===== config.mk =====
export PLATFORM = sky130hd
export DESIGN_NAME = pll_supervisor
export DESIGN_NICKNAME = d
export VERILOG_FILES = /design/src/rtl/pll_supervisor.sv
export SDC_FILE = /design/constraint.sdc
export NUM_CORES = 1
export LEC_CHECK = 0
export ABC_AREA = 1
export CORE_ASPECT_RATIO = 1.1
export CORE_MARGIN = 2
export CORE_UTILIZATION = 30
export CTS_CLUSTER_SIZE = 28
export DETAILED_ROUTE_END_ITERATION = 6
export PLACE_DENSITY = 0.54
export SETUP_SLACK_MARGIN = 0.4
export SKIP_LAST_GASP = 1
export SYNTH_ARGS = -nofsm -noshare
export SYNTH_HDL_FRONTEND = slang
export SYNTH_SLANG_ARGS = --single-unit

===== constraint.sdc =====
create_clock -name clk -period 2.25 [get_ports clk]
set_input_delay 0.225 -clock clk [delete_from_list [all_inputs] [get_ports clk]]
set_output_delay 0.225 -clock clk [all_outputs]
set_load 0.1 [all_outputs]

===== src/rtl/pll_supervisor.sv =====
// PLL supervisor: sequences PLL areset, waits for lock, then qualifies the monitored clock over
// repeated measurement windows before releasing the downstream clock enable and reset.
// Optional sticky error flags are built when PLL_SUP_STICKY_ERR_EN is defined.
module pll_supervisor #(
  parameter int unsigned RST_CYC   = 16,
  parameter int unsigned LOCK_TMO  = 1000,
  parameter int unsigned WIN_CYC   = 64,
  parameter int unsigned EXP_CNT   = 24,
  parameter int unsigned TOL       = 2,
  parameter int unsigned GOOD_WIN  = 4,
  parameter int unsigned MAX_RETRY = 3
) (
  input  logic       clk,
  input  logic       reset,
  input  logic       start,
  input  logic       locked,
  input  logic       mon_tog,
  output logic       pll_areset,
  output logic       clk_en,
  output logic       rst_out_n,
  output logic       fail,
  output logic [1:0] retry_cnt,
  output logic [7:0] meas_cnt,
  output logic [2:0] err_flags
);

  localparam int unsigned CYC_MAX = (LOCK_TMO > RST_CYC) ? LOCK_TMO : RST_CYC;
  localparam int unsigned CW      = $clog2(CYC_MAX + 1);
  localparam int unsigned WW      = $clog2(WIN_CYC + 1);
  localparam int unsigned GW      = $clog2(GOOD_WIN + 1);

  localparam logic [CW-1:0] RST_LAST  = CW'(RST_CYC - 1);
  localparam logic [CW-1:0] TMO_LAST  = CW'(LOCK_TMO - 1);
  localparam logic [WW-1:0] WIN_LAST  = WW'(WIN_CYC - 1);
  localparam logic [GW-1:0] GOOD_LAST = GW'(GOOD_WIN - 1);
  localparam logic [1:0]    RETRY_LIM = 2'(MAX_RETRY);
  localparam int            LO_BOUND  = int'(EXP_CNT) - int'(TOL);
  localparam int            HI_BOUND  = int'(EXP_CNT) + int'(TOL);

  typedef enum logic [2:0] {
    IDLE, PLL_RST, WAIT_LOCK, MEASURE, RUN, RETRY, FAIL
  } state_t;

  state_t state, state_next;

  logic [1:0]    lock_sy;
  logic [2:0]    tog_sy;
  logic [2:0]    start_sy;
  logic          lock_ok, tog_edge, start_edge;

  logic [CW-1:0] cyc_cnt;
  logic [WW-1:0] win_cnt;
  logic [7:0]    edge_cnt;
  logic [GW-1:0] good_cnt;
  logic [1:0]    retry_next;
  logic          meas_act, win_end, below, above, in_range;
  logic          areset_d, clk_en_d, rst_out_d, fail_d;

  always_ff @(posedge clk or negedge reset) begin
    if (!reset) begin
      lock_sy  <= '0;
      tog_sy   <= '0;
      start_sy <= '0;
    end else begin
      lock_sy  <= {lock_sy[0], locked};
      tog_sy   <= {tog_sy[1:0], mon_tog};
      start_sy <= {start_sy[1:0], start};
    end
  end

  assign lock_ok    = lock_sy[1];
  assign tog_edge   = tog_sy[1] ^ tog_sy[2];
  assign start_edge = start_sy[1] & ~start_sy[2];

  assign meas_act = (state == MEASURE) || (state == RUN);
  assign win_end  = meas_act && (win_cnt == WIN_LAST);
  assign below    = int'(edge_cnt) < LO_BOUND;
  assign above    = int'(edge_cnt) > HI_BOUND;
  assign in_range = !below && !above;

  always_ff @(posedge clk or negedge reset) begin
    if (!reset) state <= IDLE;
    else        state <= state_next;
  end

  always_comb begin
    state_next = state;
    retry_next = retry_cnt;
    unique case (state)
      IDLE:      ;
      PLL_RST:   if (cyc_cnt == RST_LAST) state_next = WAIT_LOCK;
      WAIT_LOCK: begin
        if (lock_ok)                    state_next = MEASURE;
        else if (cyc_cnt == TMO_LAST)   state_next = RETRY;
      end
      MEASURE: begin
        if (!lock_ok) state_next = RETRY;
        else if (win_end && in_range && good_cnt == GOOD_LAST) state_next = RUN;
      end
      // lock loss and a bad window in the same cycle still yield a single retry
      RUN:       if (!lock_ok || (win_end && !in_range)) state_next = RETRY;
      RETRY: begin
        if (retry_cnt == RETRY_LIM) state_next = FAIL;
        else begin
          retry_next = retry_cnt + 2'd1;
          state_next = PLL_RST;
        end
      end
      FAIL:      ;
      default:   state_next = IDLE;
    endcase
    if (start_edge) begin
      state_next = PLL_RST;
      retry_next = '0;
    end

    areset_d  = (state_next == IDLE) || (state_next == PLL_RST) || (state_next == FAIL);
    clk_en_d  = (state_next == RUN);
    rst_out_d = (state_next == RUN) && (state == RUN);
    fail_d    = (state_next == FAIL);
  end

  always_ff @(posedge clk or negedge reset) begin
    if (!reset) begin
      cyc_cnt  <= '0;
      win_cnt  <= '0;
      edge_cnt <= '0;
      good_cnt <= '0;
      meas_cnt <= '0;
    end else begin
      if (state_next != state || start_edge)              cyc_cnt <= '0;
      else if (state == PLL_RST || state == WAIT_LOCK)    cyc_cnt <= cyc_cnt + CW'(1);

      if (state_next == MEASURE && state != MEASURE) begin
        win_cnt  <= '0;
        edge_cnt <= '0;
        good_cnt <= '0;
      end else if (meas_act) begin
        if (win_end) begin
          // an edge landing on the closing cycle belongs to the next window
          win_cnt  <= '0;
          meas_cnt <= edge_cnt;
          edge_cnt <= {7'd0, tog_edge};
          if (state == MEASURE) good_cnt <= in_range ? good_cnt + GW'(1) : '0;
        end else begin
          win_cnt <= win_cnt + WW'(1);
          if (tog_edge && edge_cnt != 8'hFF) edge_cnt <= edge_cnt + 8'd1;
        end
      end
    end
  end

  always_ff @(posedge clk or negedge reset) begin
    if (!reset) begin
      pll_areset <= 1'b1;
      clk_en     <= 1'b0;
      rst_out_n  <= 1'b0;
      fail       <= 1'b0;
      retry_cnt  <= '0;
    end else begin
      pll_areset <= areset_d;
      clk_en     <= clk_en_d;
      rst_out_n  <= rst_out_d;
      fail       <= fail_d;
      retry_cnt  <= retry_next;
    end
  end

`ifdef PLL_SUP_STICKY_ERR_EN
  logic [2:0] err_q;

  always_ff @(posedge clk or negedge reset) begin
    if (!reset) err_q <= '0;
    else if (start_edge) err_q <= '0;
    else if (meas_act) begin
      if (!lock_ok)         err_q[0] <= 1'b1;
      if (win_end && below) err_q[1] <= 1'b1;
      if (win_end && above) err_q[2] <= 1'b1;
    end
  end

  assign err_flags = err_q;
`else
  assign err_flags = '0;
`endif

endmodule


Word level (Yosys, flattened, before mapping)
Cells that the tools add are included.
Widths: inputs -> output; s select.
{"block": "totals", "mem_count": 0, "mem_bits_rw": 0, "latchBits": 0, "ff_bits": 53, "rom_bits": 0, "output_inout_bits": 17}
{"block": "op_classes", "shift": 0, "add_sub_neg": 5, "bitwise_logic": 4, "n_reduce_logical": 31, "div_mod_pow": 0, "multipliers": 0, "mux": 26, "n_eq_ne": 19, "order_cmp": 2}
{"cell": "$mux 3", "n": 13}
{"cell": "$mux 8", "n": 4}
{"cell": "$mux 7", "n": 3}
{"cell": "$mux 10", "n": 2}
{"cell": "$pmux 3 s6", "n": 1}
{"cell": "$eq 3x3->1 const B", "n": 5}
{"cell": "$eq 3x2->1 const B", "n": 4}
{"cell": "$add 10x1->10 const B", "n": 1}
{"cell": "$eq 10x10->1 const B", "n": 1}
{"cell": "$eq 10x4->1 const B", "n": 1}
{"cell": "$reduce_bool 2->1", "n": 5}
{"cell": "$add 8x1->8 const B", "n": 1}
{"cell": "$gt 8x5->1 const B", "n": 1}
{"cell": "$logic_and 1x1->1", "n": 8}
{"cell": "$lt 8x5->1 const B", "n": 1}
{"cell": "$ne 8x8->1 const B", "n": 1}
{"cell": "$add 7x1->7 const B", "n": 1}
{"cell": "$eq 7x6->1 const B", "n": 1}
{"cell": "$eq 3x1->1 const B", "n": 2}
{"cell": "$logic_not 3->1", "n": 2}
{"cell": "$logic_or 1x1->1", "n": 6}
{"cell": "$mux 2", "n": 3}
{"cell": "$reduce_and 3->1", "n": 2}
{"cell": "$logic_not 1->1", "n": 4}
{"cell": "12 further kinds", "n": 14}

Logic depth before layout (Yosys ltp)
Gate-level depths: netlist of run 1.
{"block": "logic_depth", "ltp_word": 13, "mapped_depth": 17, "depth_no_buf": 16}

Worst setup path before layout of run 1
No wires, ideal clock.
{"block": "synth_timing", "kind": "register -> register", "from": "register retry_cnt[0]", "to": "register edge_cnt[0]", "setup_time_ps": 117, "period_less_slack_ps": 2408, "setup_slack_ps": -158, "stages_incl_launch_ff": 14, "arrival_time_ps": 2291, "n_path_buf": 0, "cell_sequence": "dfrtp_1 ha_1 nand4_1 o21ai_0 o21bai_1 nor2_1 nand2_2 nand2_4 nor2_8 nand2_4 nand3_4 nand2_2 nand2_1 nand2_1"}
{"block": "synth_via", "elab_chain_len": 8, "word_cells_on_any_way": 10, "cone_classes": "eq/ne (2); mux (4); reduce/logical (4)"}
{"element": "from (decl)", "line_no": "22", "rtl": "output logic [1:0] retry_cnt,"}
{"element": "from (signal assigned)", "line_no": "165", "rtl": "retry_cnt <= retry_next;"}
{"element": "$eq 2x2->1 (*)", "line_no": "103", "rtl": "if (retry_cnt == RETRY_LIM) state_next = FAIL;"}
{"element": "$mux 3 (*)", "line_no": "103"}
{"element": "$pmux 3 s6 (*)", "line_no": "89", "rtl": "unique case (state)"}
{"element": "$mux 3 (*)", "line_no": "112", "rtl": "if (start_edge) begin"}
{"element": "$eq 3x2->1 (*)", "line_no": "134", "rtl": "if (state_next == MEASURE && state != MEASURE) begin"}
{"element": "$logic_and 1x1->1 (*)", "line_no": "134"}
{"element": "$reduce_bool 3->1 (no line) / $reduce_bool 2->1 (equally long branches)"}
{"element": "$reduce_and 2->1 (no line)"}
{"element": "to (signal assigned)", "line_no": "143", "rtl": "edge_cnt <= {7'd0, tog_edge};"}
{"element": "to (signal assigned)", "line_no": "147", "rtl": "if (tog_edge && edge_cnt != 8'hFF) edge_cnt <= edge_cnt + 8'd1;"}
{"element": "to (decl)", "line_no": "53", "rtl": "logic [7:0] edge_cnt;"}
Mark *: on every way between the ends. The rest lies on a longest branch, timed or not.
A chain may end at the register's enable or synchronous reset.

Worst setup path after layout of run 1
{"block": "layout_timing", "from": "register state[2]", "to": "register edge_cnt[6]"}
{"block": "layout_via", "elab_chain_len": 13, "word_cells_on_any_way": 31, "cone_classes": "eq/ne (8); mux (11); reduce/logical (12)"}
{"element": "from (decl)", "line_no": "44", "rtl": "state_t state, state_next;"}
{"element": "from (signal assigned)", "line_no": "83", "rtl": "else state <= state_next;"}
{"element": "$eq 3x2->1 / $eq 3x3->1 (equally long branches)", "line_no": "75, 89"}
{"element": "$logic_or 1x1->1", "line_no": "75", "rtl": "assign meas_act = (state == MEASURE) || (state == RUN);"}
{"element": "$logic_and 1x1->1", "line_no": "76", "rtl": "assign win_end = meas_act && (win_cnt == WIN_LAST);"}
{"element": "$logic_and 1x1->1 (2 in series)", "line_no": "98", "rtl": "else if (win_end && in_range && good_cnt == GOOD_LAST) state_next = RUN;"}
{"element": "$mux 3", "line_no": "98"}
{"element": "$mux 3", "line_no": "97", "rtl": "if (!lock_ok) state_next = RETRY;"}
{"element": "$pmux 3 s6", "line_no": "89"}
{"element": "$mux 3", "line_no": "112"}
{"element": "$eq 3x2->1", "line_no": "134"}
{"element": "$logic_and 1x1->1", "line_no": "134"}
{"element": "$reduce_bool 3->1 (no line) / $reduce_bool 2->1 (equally long branches)"}
{"element": "$reduce_and 2->1 (no line)"}
Parallel ways exist; a longest one is shown, timed or not. The select of a mux whose other input is x is not followed.

==> impl_metrics.json, run 1 <==
{
  "design.die.area_um2": 10200,
  "criticalPathCategory": "reg -> reg",
  "max_cap_violations": 0,
  "met3_wirelength_um": 115,
  "r2r_start": "state[2]",
  "clkLatencyLatePin_ns": 0.31,
  "peakVddDrop_mv": 0.216,
  "port-buffer-count": 18,
  "hold_path_depth": 1,
  "synth.cell_area_um2": 2810,
  "grt_first_pass_wirelength_um": 11200,
  "fin_nets": 429,
  "status": "completed",
  "critical-path-slowest-cell": "dfrtp_2",
  "cts_made_buffers": 5,
  "detail_route.wirelength.met1_um": 2960,
  "number_of_global_route_vias_before_repair": 2501,
  "cts.reportedPaths.clkPinSlew_ns": 0.11,
  "synth-edff-count": 0,
  "route.vias.total": 2448,
  "number_of_antenna_violations_at_the_first_check_in_global_routing": 0,
  "holdCritPathClass": "in -> reg",
  "setup_tns_ns": 0,
  "yosysMostFrequentCell": "nand2_1",
  "ys.flop_type": "dfrtp_1",
  "ys_top_cells_by_count": "nand2_1 (93), dfrtp_1 (52), nor2_1 (34), inv_1 (33), nand3_1 (29)",
  "grt_max_degree": 31,
  "path_max_fanout": 8,
  "drc": 0,
  "highest_layer": "met4",
  "critical_path_arrival_ns": 2.26,
  "synth_top_area_cell": "dfrtp_1",
  "worstReg2RegEnd": "edge_cnt[6]",
  "synth.area.top_cells": "dfrtp_1 (46%), nand2_1 (12%), nand3_1 (5.2%)",
  "async_reset_ff_share_pct": 100,
  "drtPass1Iterations": 4,
  "numClockSinks": 53,
  "detail_route.wl_per_cell_um": 12.5,
  "ioPinCount": 22,
  "wl_um": 6720,
  "netlist_instances": 348,
  "core_area_um2": 9210,
  "finalWeightedCongestion": 0.847,
  "finalHoldViolCount": 0,
  "worst_hold_path.endpoint": "start_sy[0]",
  "crit_buf_inv": 2,
  "htree_levels": 2,
  "critPathRequiredTime_ns": 2.50,
  "netlist.area_leader.share_pct": 46.3,
  "clock.fmax_mhz": 496,
  "yosysWarningCount": 0,
  "biggest_cell_delay_along_the_critical_path_ns": 0.50,
  "die_y_um": 105,
  "track_usage_pct": 13.9,
  "initial_utilization_pct": 30.5,
  "synth_sequential_area_ratio_pct": 47.3,
  "crit_path_start_kind": "flip-flop",
  "synth.distinct_cells": 34,
  "post_route_cells_drive_above_1_share_pct": 37.0,
  "clock_skew_ns": 0.0200,
  "power-per-cell-area_nw_per_um2": 567,
  "ff2ff_path_depth": 12,
  "area_growth_syn_to_layout_pct": 39.0,
  "setup_viol_count_final": 0,
  "cp-end-kind": "flip-flop",
  "ordered_list_of_cells_on_the_worst_path": "buf_4, nand2_1, o21ai_1, o21bai_1, nor2_1, nand2_2, nand2_4, nor2_8, buf_4, a21oi_1, nand3_1, nand2_1",
  "final_slew_violations": 0,
  "hold_startpoint": "start",
  "final_antenna_net_count": 0,
  "ctsLongestPathBuffers": 2,
  "layout_worst_path_cycle_share_pct": 89.5,
  "cell_family_contributing_the_most_delay_on_the_critical_path": "simple AND/OR/NAND/NOR gates",
  "vias_per_cell": 4.57,
  "final_critical_path_setup_slack_ns": 0.235,
  "timing.final.crit_period_ns": 2.01,
  "total_congestion_overflow": 0,
  "clock_tree_from_tritoncts": "done",
  "die_x_um": 96.3,
  "pin_slew_with_the_least_headroom_to_its_limit_ns": 0.592,
  "regToRegSetupSlack_ns": 0.24,
  "antenna_cells": 0,
  "grt_setup_unrepaired": "yes",
  "syn_area_per_cell_um2": 8.07,
  "timing.slew.headroom_pct": 60.5,
  "row_count": 37,
  "detailedRoute.firstIterationViolations": 89,
  "synthesized_flop_and_latch_total": 53,
  "clockRootBuffer": "clkbuf_8",
  "place.detailed.hpwl_um": 4180,
  "pre_cts_setup_slack_ns": 0.0107,
  "static_leakage_uw": 0.00185,
  "met2_wirelength_um": 3540
}
state kept, by name, summed over array words and instances (netlist names), 2 cells and up:
name	flops
cyc_cnt	10
edge_cnt	8
good_cnt	3
lock_sy	2
meas_cnt	8
retry_cnt	2
start_sy	3
state	3
tog_sy	3
win_cnt	7
per-layer routing:
layer	up-vias	global-route usage, %
met5	-	0
met4	0	5.31
met3	9	2.50
met2	23	23.9
met1	1157	16.9
li1	1259	-
layout make-up:
cell class | instances | area [um2]
fillers | 890 | 5310
multi-input cells | 253 | 1620
flip-flops and latches | 53 | 1340
repair buffers | 66 | 534
inverters | 39 | 168
well taps | 117 | 146
clock buffers | 6 | 82.6
clock inverters | 2 | 13.8
layout by cell type (no fill, tap or decap), drive strengths merged:
cell           synthesis  layout
clkinvlp               0       1
clkbuf                 2       6
o21bai                 2       2
o22a                   1       1
nand3                 33      34
nand2                101     102
ha                     6       6
or2                    2       2
nor3                   9       9
o21ai                 19      19
clkinv                 1       2
xor2                   9       9
nor2                  37      37
clkdlybuf4s50          0       3
conb                   1       3
inv                   38      38
dfrtp                 52      52
nand4                  5       6
dlygate4sd3            0       1
nand3b                 2       2
a21oi                 17      17
buf                    6      62
nor4                   1       1
xnor2                  3       3
dfstp                  1       1
cells by family (layout without fill, tap and decap cells):
logic type / after synthesis / count (layout) / synth area share (%)
XOR/XNOR: 12 / 12 / 3.74
flip-flops: 53 / 53 / 47.3
AO/OA/AOI/OAI: 39 / 39 / 7.26
AND/OR/NAND/NOR: 190 / 193 / 31.8
adder cells (fa/ha/maj): 6 / 6 / 2.67
buffers and inverters: 47 / 113 / 7.13
other: 1 / 3 / 0.134
worst reg2reg max path, cell delays in order, from the launching register on:
cell	delay (ns)
dfrtp_2	0.50
buf_4	0.17
nand2_1	0.10
o21ai_1	0.06
o21bai_1	0.15
nor2_1	0.20
nand2_2	0.12
nand2_4	0.11
nor2_8	0.05
buf_4	0.17
a21oi_1	0.15
nand3_1	0.09
nand2_1	0.07
worst max-delay path by stage:
stage / start / endpoint / slack [ns] / cells after the start
floorplan: retry_cnt[1] / edge_cnt[0] / 0.23 / 13
global route: cyc_cnt[0] / edge_cnt[7] / 0.13 / 14
CTS: retry_cnt[0] / win_cnt[0] / 0.30 / 12
detailed placement: state[1] / edge_cnt[7] / 0.01 / 15
finish: state[2] / edge_cnt[6] / 0.24 / 12
global placement: state[1] / edge_cnt[0] / -0.01 / 15
where the power goes:
part	internal [uW]	leakage [uW]	total [uW]	switching, uW
logic	242	0.00110	551	309
registers	1020	0.000697	1090	68.8
clock network	250	0.0000512	576	325
total	1510	0.00185	2220	703
through the flow:
step / utilization (%) / instance area (um2) / instances / hold WS [ns] / total power (uW)
after floorplan: - / 2850 / 350 / -0.0706 / 1350
after global placement: 34.4 / 3170 / 486 / 0.262 / 1440
after detailed placement: 34.4 / 3170 / 486 / 0.268 / 1440
after CTS: 39.7 / 3660 / 522 / 0.331 / 2140
after global routing: 42.4 / 3910 / 536 / 0.341 / 2350
final: 42.4 / 3910 / 536 / 0.334 / 2220
what timing repair did:
item,CTS,global route
hold endpoints to repair,23,0
cloned,3,0
hold buffers,1,0
buffers inserted,24,14
pin swaps,17,17
setup endpoints to repair,39,40
resized for setup,47,40
Power figures use the tool's default switching activity.
==> inputs of run 2 (changes only) <==
Settings changed: ABC_AREA 1 to default.
==> run 2 against run 1 <==
Register-to-register slack worse by 0.16 ns. Total power is 11% lower. Clock power is 7.3% lower. Cell area is 11% lower. Utilization is 3.2 points lower. Maximum frequency is 7.4% lower. Sequential power hardly changed. Global-route usage is 1.6 points lower. Combinational power is 33% lower.
==> impl_metrics.json, run 2 <==
{
  "mostFrequentLayoutCells": "dfrtp_1 (50), buf_4 (42), nor2_1 (25), nand2_1 (16), o21ai_0 (13)",
  "numClockSinks": 53,
  "reg_top3": "cyc_cnt (10), edge_cnt (8), meas_cnt (8)",
  "finalWeightedCongestion": 0.786,
  "clock_tree_from_tritoncts": "done",
  "static_leakage_uw": 0.00154,
  "number_of_global_route_vias_before_repair": 2082,
  "top_register_by_number_of_flip_flops": "cyc_cnt",
  "synthesized_flop_and_latch_total": 53,
  "final_slew_violations": 0,
  "place.detailed.hpwl_um": 4100,
  "setup_tns_ns": 0,
  "regToRegSetupSlack_ns": 0.08,
  "number_of_antenna_violations_at_the_first_check_in_global_routing": 0,
  "final_antenna_net_count": 0,
  "async_reset_ff_share_pct": 100,
  "ioPinCount": 22,
  "grt_max_degree": 30,
  "power.clock.fraction_pct": 27.1,
  "max_cap_violations": 0,
  "total_congestion_overflow": 0,
  "clockRootBuffer": "clkbuf_8",
  "die_y_um": 104,
  "ys_top_cells_by_count": "dfrtp_1 (52), nor2_1 (28), nand2_1 (16), o21ai_0 (13)",
  "antenna_cells": 0,
  "r2r_start": "win_cnt[0]",
  "netlist_instances": 263,
  "vias_per_cell": 4.87,
  "route.vias.total": 2095,
  "synth.cell_area_um2": 2710,
  "finalHoldViolCount": 0,
  "synth_top_area_cell": "dfrtp_1",
  "port-buffer-count": 18,
  "ys.flop_type": "dfrtp_1",
  "hold_startpoint": "mon_tog",
  "critPathRequiredTime_ns": 2.47,
  "switching_share_pct": 29.5,
  "netlist.area_leader.share_pct": 48.1,
  "hold_slack_ns": 0.345,
  "post_route_cells_drive_above_1_share_pct": 33.2,
  "track_usage_pct": 12.3,
  "fin_nets": 326,
  "timing.final.crit_period_ns": 2.17,
  "detailedRoute.firstIterationViolations": 61,
  "power_switching_uw": 581,
  "ctsLongestPathBuffers": 2,
  "design.die.area_um2": 9790,
  "peakVddDrop_mv": 0.384,
  "crit_path_start_kind": "flip-flop",
  "drc": 0,
  "launching_instance_or_port_of_the_critical_path": "win_cnt[0]",
  "die_x_um": 94.5,
  "area_growth_syn_to_layout_pct": 28.0,
  "status": "completed",
  "syn_area_per_cell_um2": 10.3,
  "largest_register_ff_count": 10,
  "layout_worst_path_cycle_share_pct": 96.6,
  "clkLatencyLatePin_ns": 0.31,
  "clock_skew_ns": 0.00692,
  "criticalPathCategory": "reg -> reg",
  "wl_um": 5830,
  "synth.distinct_cells": 56,
  "share_comb_of_total_power_pct": 18.8,
  "power-per-cell-area_nw_per_um2": 570,
  "row_count": 36,
  "cp-end-kind": "flip-flop",
  "drtPass1Iterations": 4,
  "yosysWarningCount": 0,
  "grt_first_pass_wirelength_um": 9820,
  "layout.cells.most_common": "dfrtp_1",
  "yosysMostFrequentCell": "dfrtp_1",
  "initial_utilization_pct": 30.6,
  "timing.slew.headroom_pct": 60.7,
  "synth-edff-count": 0,
  "clock.fmax_mhz": 460,
  "synth_sequential_area_ratio_pct": 49.1,
  "htree_levels": 2,
  "cell_internal_pwr_uw": 1390,
  "setup_viol_count_final": 0,
  "pin_slew_with_the_least_headroom_to_its_limit_ns": 0.589,
  "detail_route.wl_per_cell_um": 13.6,
  "path_max_fanout": 9,
  "pwr-share-seq_pct": 54.2,
  "synth.area.top_cells": "dfrtp_1 (48%), nor2_1 (3.9%), mux2_2 (3.3%)",
  "critical_path_arrival_ns": 2.40,
  "cts_made_buffers": 5,
  "grt_setup_unrepaired": "yes",
  "cts.reportedPaths.clkPinSlew_ns": 0.10,
  "holdCritPathClass": "in -> reg",
  "core_area_um2": 8830
}
[run 2: cell count changes after synthesis, moves of 5 or more]
cell,previous run,this run
inv_1,33,12
a21oi_1,17,12
inv_2,5,0
nand3_1,29,9
mux2_2,0,8
nor3_1,9,4
nor2_1,34,28
and3_1,0,6
nor2_2,1,10
nand2_1,93,16
[run 2: path summary, 6_finish.rpt]
path / to / depth (start not counted)
min: tog_sy[0] / 1
max reg2reg: edge_cnt[4] / 7
max: edge_cnt[4] / 7
min reg2reg: tog_sy[1] / 0
max in group asynchronous: pll_areset / 3
min in group asynchronous: win_cnt[4] / 2
[run 2: timing repair]
item                                    CTS  global route
setup buffers                             3             2
hold endpoints to repair                 24             0
pin swaps                                 4             4
gates cloned                              0             1
hold buffers                              1             0
endpoints found under the setup margin   43            43
gates resized for setup                   8            19
[run 2: cells by family after synthesis]
family	after synthesis	share of synthesized area (%)
flops	53	49.1
other cells	1	0.139
fa+ha+maj	6	2.78
compound gates	53	14.3
mux	11	4.44
xor+xnor	13	4.21
buf+inv	23	4.25
simple gates	103	20.8
[run 2: power groups by stage]
stage          clock network, uW  logic, uW  registers, uW
2_1_floorplan                  0        234           1090
3_3_place_gp                   0        337           1080
3_5_place_dp                   0        341           1090
4_1_cts                      567        354           1070
5_1_grt                      600        409           1080
6_report                     534        370           1070
[run 2: per-layer routing]
| layer | up-vias | part of all wire (%) | track usage, % |
|---|---|---|---|
| met5 | - | 0 | 0 |
| met4 | 0 | 1.3 | 3.73 |
| met3 | 8 | 2.2 | 2.47 |
| met2 | 23 | 51 | 20.9 |
| met1 | 1030 | 46 | 15.7 |
| li1 | 1034 | - | - |
[run 2: final cells by class]
class / instances / area (um2)
clock buffer: 5 / 68.8
clock inverter: 3 / 17.5
tap: 114 / 143
multi-input combinational: 189 / 1380
inverter: 12 / 45.0
timing repair buffer: 54 / 474
sequential: 53 / 1330
fill: 879 / 5370
[run 2: critical path: stages (launching register included)]
cell and delay (ns):
dfrtp_1 0.36, ha_2 0.18, or4b_4 0.48, or4_4 0.45, a31oi_4 0.18, a21oi_4 0.10, buf_12 0.15, a311oi_2 0.19
[run 2: through the flow]
step           instances  cell area [um2]  worst slack (ns)  power [uW]  util (%)
2_1_floorplan        265             2730           0.00516        1320         -
3_3_place_gp         415             3180            0.0902        1420      36.0
3_5_place_dp         415             3180            0.0461        1430      36.0
4_1_cts              427             3330            0.0778        1990      37.7
5_1_grt              430             3460           -0.0159        2090      39.2
6_report             430             3460            0.0755        1970      39.2
